[config.mk]
export PLATFORM = sky130hd
export DESIGN_NAME = viterbi_codec
export DESIGN_NICKNAME = d
export VERILOG_FILES = /design/src/rtl/viterbi_pkg.sv /design/src/rtl/conv_encoder.sv /design/src/rtl/viterbi_codec.sv
export SDC_FILE = /design/constraint.sdc
export NUM_CORES = 1
export LEC_CHECK = 0
export ABC_AREA = 1
export ABC_CLOCK_PERIOD_IN_PS = 13200
export CAP_MARGIN = 20
export CORE_ASPECT_RATIO = 0.7
export CORE_UTILIZATION = 30
export CTS_CLUSTER_DIAMETER = 120
export CTS_CLUSTER_SIZE = 24
export DETAILED_ROUTE_END_ITERATION = 8
export PLACE_DENSITY = 0.5
export SYNTH_ARGS = -nofsm -noshare
export SYNTH_HDL_FRONTEND = slang
export SYNTH_SLANG_ARGS = --single-unit
[constraint.sdc]
create_clock -name clk -period 13.2 [get_ports clk]
set_clock_uncertainty 0.2 [all_clocks]
set_input_delay 3.96 -clock clk [delete_from_list [all_inputs] [get_ports clk]]
set_output_delay 3.96 -clock clk [all_outputs]
set_load 0.02 [all_outputs]
[src/rtl/viterbi_pkg.sv]
`default_nettype none
// +----------------------------------------------------------------------+
// | Package  : viterbi_pkg                                               |
// | Purpose  : Shared constants, state type and symbol helpers for the   |
// |            rate 1/2, K=3 convolutional codec (generators 7, 5).      |
// | Revision : 1.0 - initial release                                     |
// +----------------------------------------------------------------------+
package viterbi_pkg;

  localparam int          c_K          = 3;
  localparam int          c_NUM_STATES = 1 << (c_K - 1);
  localparam logic [2:0]  c_G7         = 3'o7;
  localparam logic [2:0]  c_G5         = 3'o5;

  // Trellis / encoder state {s1, s0}; s1 is the most recent previous bit.
  typedef logic [c_K-2:0] state_t;

  // Coded symbol {g7, g5} produced by bit b leaving state st.
  function automatic logic [1:0] expected_sym(input logic b, input state_t st);
    logic [2:0] v;
    v = {b, st};
    return {^(v & c_G7), ^(v & c_G5)};
  endfunction

  // Hamming distance between two 2-bit symbols (0..2).
  function automatic logic [1:0] hamming2(input logic [1:0] a, input logic [1:0] b);
    return {1'b0, a[1] ^ b[1]} + {1'b0, a[0] ^ b[0]};
  endfunction

endpackage
`default_nettype wire

[src/rtl/conv_encoder.sv]
`default_nettype none
// +----------------------------------------------------------------------+
// | Module   : conv_encoder                                              |
// | Purpose  : Rate 1/2, K=3 convolutional encoder, one-cycle latency.   |
// | Revision : 1.0 - initial release                                     |
// +----------------------------------------------------------------------+
module conv_encoder
  import viterbi_pkg::*;
(
  input  logic       clk,
  input  logic       rst,
  input  logic       i_enable,
  input  logic       i_d,
  output logic       o_valid,
  output logic [1:0] o_sym
);

  state_t r_state;

  // Encode one bit per enabled cycle; symbol and state hold otherwise.
  always_ff @(posedge clk) begin
    if (rst) begin
      r_state <= '0;
      o_sym   <= '0;
      o_valid <= 1'b0;
    end else begin
      o_valid <= i_enable;
      if (i_enable) begin
        o_sym   <= expected_sym(i_d, r_state);
        r_state <= {i_d, r_state[1]};
      end
    end
  end

endmodule
`default_nettype wire

[src/rtl/viterbi_codec.sv]
`default_nettype none
// +----------------------------------------------------------------------+
// | Module   : viterbi_codec                                             |
// | Purpose  : K=3 convolutional encoder plus an independent 4-state     |
// |            hard-decision Viterbi decoder with register-exchange      |
// |            survivors and normalised saturating path metrics.         |
// | Revision : 1.0 - initial release                                     |
// +----------------------------------------------------------------------+
module viterbi_codec
  import viterbi_pkg::*;
#(
  parameter int TB_DEPTH = 16,
  parameter int PM_W     = 6
) (
  input  logic       clk,
  input  logic       rst,
  input  logic       enc_enable_i,
  input  logic       enc_d_in,
  output logic       enc_valid_o,
  output logic [1:0] enc_d_out,
  input  logic       dec_enable,
  input  logic [1:0] dec_d_in,
  output logic       dec_d_out,
  output logic       dec_valid_o
);

  localparam int                  c_SUM_W    = PM_W + 2;
  localparam int                  c_CNT_W    = $clog2(TB_DEPTH + 1);
  localparam logic [PM_W-1:0]     c_PM_MAX   = '1;
  localparam logic [c_SUM_W-1:0]  c_SUM_MAX  = {2'b00, c_PM_MAX};
  localparam logic [c_CNT_W-1:0]  c_CNT_FULL = c_CNT_W'(TB_DEPTH);
  localparam logic [c_CNT_W-1:0]  c_CNT_LAST = c_CNT_W'(TB_DEPTH - 1);

  conv_encoder u_enc (
    .clk      (clk),
    .rst      (rst),
    .i_enable (enc_enable_i),
    .i_d      (enc_d_in),
    .o_valid  (enc_valid_o),
    .o_sym    (enc_d_out)
  );

  logic [PM_W-1:0]     r_pm   [c_NUM_STATES];
  logic [TB_DEPTH-1:0] r_path [c_NUM_STATES];
  logic [c_CNT_W-1:0]  r_cnt;

  state_t              w_cur      [c_NUM_STATES];
  state_t              w_pred_a   [c_NUM_STATES];
  state_t              w_pred_b   [c_NUM_STATES];
  logic [c_SUM_W-1:0]  w_cand_a   [c_NUM_STATES];
  logic [c_SUM_W-1:0]  w_cand_b   [c_NUM_STATES];
  logic                w_take_b   [c_NUM_STATES];
  logic [c_SUM_W-1:0]  w_acs      [c_NUM_STATES];
  logic [TB_DEPTH-1:0] w_new_path [c_NUM_STATES];
  logic [c_SUM_W-1:0]  w_norm     [c_NUM_STATES];
  logic [PM_W-1:0]     w_pm_next  [c_NUM_STATES];
  logic [c_SUM_W-1:0]  w_min;
  state_t              w_best;

  // Add-compare-select: state {b,x} is reached from {x,0} or {x,1}; ties keep {x,0}.
  always_comb begin
    for (int s = 0; s < c_NUM_STATES; s++) begin
      w_cur[s]      = state_t'(s);
      w_pred_a[s]   = {w_cur[s][0], 1'b0};
      w_pred_b[s]   = {w_cur[s][0], 1'b1};
      w_cand_a[s]   = {2'b00, r_pm[w_pred_a[s]]}
                    + c_SUM_W'(hamming2(dec_d_in, expected_sym(w_cur[s][1], w_pred_a[s])));
      w_cand_b[s]   = {2'b00, r_pm[w_pred_b[s]]}
                    + c_SUM_W'(hamming2(dec_d_in, expected_sym(w_cur[s][1], w_pred_b[s])));
      w_take_b[s]   = (w_cand_b[s] < w_cand_a[s]);
      w_acs[s]      = w_take_b[s] ? w_cand_b[s] : w_cand_a[s];
      w_new_path[s] = {r_path[w_take_b[s] ? w_pred_b[s] : w_pred_a[s]][TB_DEPTH-2:0],
                       w_cur[s][1]};
    end
  end

  // Smallest of the four freshly selected metrics.
  always_comb begin
    w_min = w_acs[0];
    for (int s = 1; s < c_NUM_STATES; s++) begin
      if (w_acs[s] < w_min) w_min = w_acs[s];
    end
  end

  // Normalise to the minimum, saturate, and pick the lowest-index zero-metric state.
  always_comb begin
    w_best = '0;
    for (int s = c_NUM_STATES - 1; s >= 0; s--) begin
      w_norm[s]    = w_acs[s] - w_min;
      w_pm_next[s] = (w_norm[s] > c_SUM_MAX) ? c_PM_MAX : w_norm[s][PM_W-1:0];
      if (w_pm_next[s] == '0) w_best = state_t'(s);
    end
  end

  // Decoder state update: only enabled symbols advance the trellis.
  always_ff @(posedge clk) begin
    if (rst) begin
      for (int s = 0; s < c_NUM_STATES; s++) begin
        r_pm[s]   <= (s == 0) ? '0 : c_PM_MAX;
        r_path[s] <= '0;
      end
      r_cnt       <= '0;
      dec_d_out   <= 1'b0;
      dec_valid_o <= 1'b0;
    end else begin
      dec_valid_o <= 1'b0;
      if (dec_enable) begin
        for (int s = 0; s < c_NUM_STATES; s++) begin
          r_pm[s]   <= w_pm_next[s];
          r_path[s] <= w_new_path[s];
        end
        dec_d_out   <= w_new_path[w_best][TB_DEPTH-1];
        dec_valid_o <= (r_cnt >= c_CNT_LAST);
        if (r_cnt != c_CNT_FULL) r_cnt <= r_cnt + 1'b1;
      end
    end
  end

endmodule
`default_nettype wire

# Word level (Yosys, flattened, before mapping)
# Memory sizes are Yosys's and may differ from the RTL's.
# Cells that the tools add are included.
[classes]
n_reduce_logical = 8
order_cmp = 13
muxes = 35
bitwise = 12
add_sub_neg = 17
eq_ne = 1
[op_table]
columns = ["operator", "count"]
rows = [
  ["2-to-1 mux 16 bit", 6],
  ["adder 6 x 2 -> 7 bit", 8],
  ["2-to-1 mux 6 bit", 8],
  ["less-than comparator 7 bit", 5],
  ["2-to-1 mux 7 bit", 5],
  ["binary-select mux 16 bit (select 2 bit)", 1],
  ["greater-than comparator 8 x 6 -> 1 bit (second input constant)", 4],
  ["subtractor 7 x 8 -> 8 bit", 4],
  ["zero test 6 bit", 4],
  ["less-than comparator 7 x 8 -> 1 bit", 2],
  ["2-to-1 mux 8 bit", 2],
  ["2-to-1 mux 1 bit", 9],
  ["adder 1 x 1 -> 2 bit", 4],
  ["2-to-1 mux 2 bit", 4],
  ["OR 1 bit", 8],
  ["parity 3 bit", 2],
  ["adder 5 x 1 -> 5 bit (second input constant)", 1],
  [">= comparator 5 x 4 -> 1 bit (second input constant)", 1],
  ["inequality test 5 bit (second input constant)", 1],
  [">= comparator 3 bit (second input constant)", 1],
  ["NOT 1 bit", 3],
  ["NOT 2 -> 3 bit", 1],
  ["AND reduction 2 bit", 1],
  ["OR reduction 2 bit", 1],
]
[word_totals]
mem_count = 2
output_inout_bits = 5
inputBits = 7
word_cells = 94
register_bits = 12
mem_bits_rw = 88
[memory_table]
columns = ["name", "words", "width", "read_ports", "rd_clocked_by_memory_dff", "write_ports", "line", "rtl"]
rows = [
  ["r_path", 4, 16, 4, 0, 4, "viterbi_codec.sv:44", "logic [TB_DEPTH-1:0] r_path [c_NUM_STATES];"],
  ["r_pm", 4, 6, 4, 0, 4, "viterbi_codec.sv:43", "logic [PM_W-1:0] r_pm [c_NUM_STATES];"],
]

# Longest topological paths before layout
[logic_depth]
word_depth = 23
depth_mapped = 69
ltp_nobuf = 66

# Hierarchy
# From an unflattened synthesis, not the netlist that was laid out.
[hier_totals]
cells_unflattened = 1007
area_unflattened_um2 = 7711.1
[by_module_without_submodules]
columns = ["module", "seq_area_each_um2", "n_inst", "cells_each", "area_per_inst_um2"]
rows = [
  ["viterbi_codec", 2532.4, 1, 979, 7516.0],
  ["conv_encoder", 100.1, 1, 28, 195.2],
]

# Least setup slack after synthesis
# OpenSTA, ideal clock, no wires.
[synth_path]
path_type = "input port to flip-flop"
startpoint = "in dec_d_in[0]"
endpoint = "reg dec_d_out"
slack_ns = 0.808
setup_time_ns = 0.074
required_time_ns = 12.926
n_path_buf = 3
arrival_ns = 12.118
path_stages = 55
path_cell_list = "inv_1 -> ha_1 -> inv_1 -> ha_1 -> ha_1 -> inv_1 -> nand2_1 -> nand2_1 -> xnor2_1 -> inv_1 -> ha_1 -> a21oi_1 -> o21a_1 -> nand2_1 -> clkbuf_1 -> clkinv_1 -> o21ai_0 -> ha_1 -> [19 not listed] -> nand2_4 -> nand2_1 -> nand2_1 -> ha_1 -> fa_1 -> o21ai_0 -> a21oi_1 -> o21bai_1 -> o21ai_0 -> a21oi_1 -> inv_1 -> nor2_1 -> nand2_1 -> nor2_1 -> nand4_1 -> a32o_1 -> a31o_2 -> o21ai_0"
[synth_via]
elab_chain_cells = 23
[synth_lines]
columns = ["item", "line", "rtl"]
rows = [
  ["start: declaration", "viterbi_codec.sv:22", "input logic [1:0] dec_d_in,"],
  ["NOT 1 bit (no source line)", "--", ""],
  ["adder 1 x 1 -> 2 bit", "viterbi_pkg.sv:27", "return {1'b0, a[1] ^ b[1]} + {1'b0, a[0] ^ b[0]};"],
  ["adder 6 x 2 -> 7 bit", "viterbi_codec.sv:69", "+ c_SUM_W'(hamming2(dec_d_in, expected_sym(w_cur[s][1], w_pred_b[s])));"],
  ["less-than comparator 7 bit", "viterbi_codec.sv:70", "w_take_b[s] = (w_cand_b[s] < w_cand_a[s]);"],
  ["2-to-1 mux 7 bit", "viterbi_codec.sv:71", "w_acs[s] = w_take_b[s] ? w_cand_b[s] : w_cand_a[s];"],
  ["less-than comparator 7 bit", "viterbi_codec.sv:81", "if (w_acs[s] < w_min) w_min = w_acs[s];"],
  ["2-to-1 mux 7 bit", "viterbi_codec.sv:81", ""],
  ["less-than comparator 7 x 8 -> 1 bit", "viterbi_codec.sv:81", ""],
  ["[3 not listed]", "--", ""],
  ["subtractor 7 x 8 -> 8 bit", "viterbi_codec.sv:89", "w_norm[s] = w_acs[s] - w_min;"],
  ["greater-than comparator 8 x 6 -> 1 bit", "viterbi_codec.sv:90", "w_pm_next[s] = (w_norm[s] > c_SUM_MAX) ? c_PM_MAX : w_norm[s][PM_W-1:0];"],
  ["2-to-1 mux 6 bit", "viterbi_codec.sv:90", ""],
  ["zero test 6 bit", "viterbi_codec.sv:91", "if (w_pm_next[s] == '0) w_best = state_t'(s);"],
  ["2-to-1 mux 2 bit (4 in series)", "viterbi_codec.sv:91", ""],
  ["NOT 2 -> 3 bit (not written as such)", "viterbi_codec.sv:112", "dec_d_out <= w_new_path[w_best][TB_DEPTH-1];"],
  ["binary-select mux 16 bit (select 2 bit) *", "viterbi_codec.sv:112", ""],
  ["2-to-1 mux 16 bit (not written as such) * (2 in series)", "viterbi_codec.sv:112", ""],
  ["end signal: assignment", "viterbi_codec.sv:112", ""],
  ["end: declaration", "viterbi_codec.sv:23", "output logic dec_d_out,"],
]
# Every way passes the cells marked *; elsewhere a longest branch is shown, timed or not. The select of a mux whose other input is x is not followed.
# A chain may end at the register's enable or synchronous reset.

# Worst setup path after layout
# Same ends and word-level chain as after synthesis.

==> results.md <==
* Status: completed
* Max Cap Viol at 0
* H-tree depth at 3
* CP endpoint kind: flip-flop
* Post-Syn Instances at 1014
* Vias per cell at 4.70
* Core area at 24900 um^2
* Sink Count at 92
* Netlist cell types at 42
* WS Path Type: input pin to flip-flop
* DR WL/cell at 15.0 um
* Most used cell, CP: nand2_1
* Crit start category: input pin
* Final count of negative-setup-slack endpoints at 0
* Ports at 12
* Overall routing resource usage at 16.5%
* Floorplan row count at 48
* Critical Path RT at 13280 ps
* CP Launch Point: dec_d_in[0]
* Sequential-to-total area share from yosys stat at 34.2%
* Share of cells above drive strength 1 at 16.0%
* Synthesized Nets at 1114
* Min-delay src: u_enc.o_sym[0]$_SDFFE_PP0P_
* Initial Utilization at 30.9%
* Die Span Y at 136 um
* Crit path largest cell delay at 500 ps
* # DRC at 0
* Cell family with the largest share of critical-path delay: compound AO/OA/AOI/OAI gates
* Worst slew margin at 16.4%
* Num CTS Buffers at 9
* Slew Viols, Final at 0
* Post-Syn Area at 7690 um^2
* Commonest non-fill, non-tap cell in the layout: nand2_1
* First-pass GRT wire length at 32.9 mm
* DIE AREA at 26300 um^2
* Worst path slowest cell: clkdlybuf4s50_1
* Achievable frequency at 79.1 MHz
* Fillers at 2615
* Area after DPL at 8740 um^2
* HP Class: flip-flop to flip-flop
* Worst-path clk slew at 80 ps
* Clk buf depth at 2
* Post-DRT Antenna Nets at 0
* CTS root buf: clkbuf_16
* WP buf/inv at 16
* Overflow after GRT at 0
* Most frequent cells in the layout: nand2_1 (201), nor2_1 (139), inv_1 (132)
* Layout area overhead at 20.8%
* Crit share post-route at 95.8%
* Die W at 193 um
* DRT Pass-1 Iters at 5
* Synthesized area per cell at 7.59 um^2
* Reg-to-Reg Start: r_pm[1][1]$_SDFFCE_PN1P_
* Port bufs at 11
* Yosys reg bits at 92
* Worst-path maximum fanout at 11
* Minimum clock period at 12640 ps
* Number of DRC markers in iteration 0 at 496
* Largest net degree at the start of global routing at 80
* Worst Tran Pin Value at 1240 ps
* Vias in the first global route at 5903
* Initial antenna violation count at 0
* Clk Latency, worst-skew pair at 360 ps
* Synth warn at 0
* Post-route design area at 9300 um^2
* HPWL Detailed at 16.6 mm
* DR vias at 6751
* Gpl congestion at 0.956
* CTS tree: yes
* Nets at 1205
* Arr. time, crit path at 12720 ps
* Final hold vios at 0
* Ant. Diodes at 0
* WL final at 21.5 mm
per-stage QoR:
stage	TNS, ps	instances	setup slack (ps)	hold slack, ps	utilization, %
6_report	0	1435	555	277	37.3
5_1_grt	-148	1435	-148	300	37.3
4_1_cts	0	1423	26.0	278	36.2
3_5_place_dp	-327	1407	-327	265	35.1
3_3_place_gp	-313	1407	-313	260	35.1
2_1_floorplan	0	1014	808	243	-
cell type report:
cell class / instances / area [um^2] / area share, %
well taps: 325 / 407 / 4.37
multi-input cells: 757 / 4620 / 49.7
repair buffers: 103 / 813 / 8.75
inverters: 142 / 536 / 5.76
clock buffers: 9 / 225 / 2.42
clock inverters: 7 / 66.3 / 0.713
flip-flops and latches: 92 / 2630 / 28.3
repair_timing:
item | in CTS | in global routing
pin swaps | 0 | 12
gates resized for setup | 2 | 46
setup buffers | 0 | 10
endpoints found under the setup margin | 1 | 24
cloned | 0 | 1
endpoints found under the hold margin | 0 | 0
hold buffers | 0 | 0
registers in the layout (all words and copies together), names as in the netlist:
name / cells
r_path: 56
r_cnt: 5
dec_valid_o: 1
r_pm: 24
dec_d_out: 1
u_enc.o_valid: 1
u_enc.o_sym: 2
u_enc.r_state: 2
metal layers:
| layer | GRT usage (%) | up-vias | wire, um |
|---|---|---|---|
| met5 | 0 | - | 0 |
| met4 | 3.16 | 0 | 159 |
| met2 | 21.8 | 129 | 8270 |
| met1 | 26.6 | 3108 | 12000 |
| met3 | 3.18 | 12 | 1110 |
| li1 | - | 3502 | - |
worst min-delay path, stage by stage (launching register included):
cell and delay (ps):
dfxtp_1 320, nand2_1 60, a21oi_1 50
path summary, 6_finish.rpt:
check | to | slack, ps | cells past startpoint
worst max-delay path | dec_d_out$_SDFFE_PP0P_ | 560 | 61
worst min-delay path | u_enc.o_sym[0]$_SDFFE_PP0P_ | 280 | 2
worst max register to register | dec_d_out$_SDFFE_PP0P_ | 4470 | 58
worst min register to register | u_enc.o_sym[0]$_SDFFE_PP0P_ | 280 | 2
cells in the mapped netlist, drive strengths merged:
cell	n	share of area, %
dfxtp	13	3.4
a32o	1	0.13
o21a	3	0.29
o21ai	105	6.9
and2	1	0.081
a21o	2	0.20
nand3	37	2.6
a31o	1	0.11
a31oi	5	0.41
o21bai	5	0.49
nand2	226	12
nor3b	1	0.098
xor2	42	4.8
nor3	10	0.65
fa	4	1.0
ha	89	14
a211oi	1	0.098
buf	3	0.23
nor2	142	7.0
or2	3	0.24
edfxtp	79	31
nand4	11	0.89
a221oi	1	0.11
o211ai	1	0.098
nor4	2	0.16
clkinv	2	0.098
nand3b	2	0.20
a21oi	52	3.5
xnor2	8	0.91
a2111o	1	0.15
clkbuf	21	1.0
inv	140	6.9
kinds of logic (layout without fill, tap and decap cells):
group | after synthesis | in the layout | synth area share (%)
and+or+nand+nor | 435 | 436 | 23.9
AOI/OAI and AO/OA | 178 | 178 | 12.5
buffers and inverters | 166 | 261 | 8.21
adders and majority gates | 93 | 93 | 15.5
DFF | 92 | 92 | 34.2
xor gates and xnor gates | 50 | 50 | 5.69
Power is left out: the tool's default activity adds up to more than one toggle a clock period on the data nets, which glitch-free logic cannot reach.
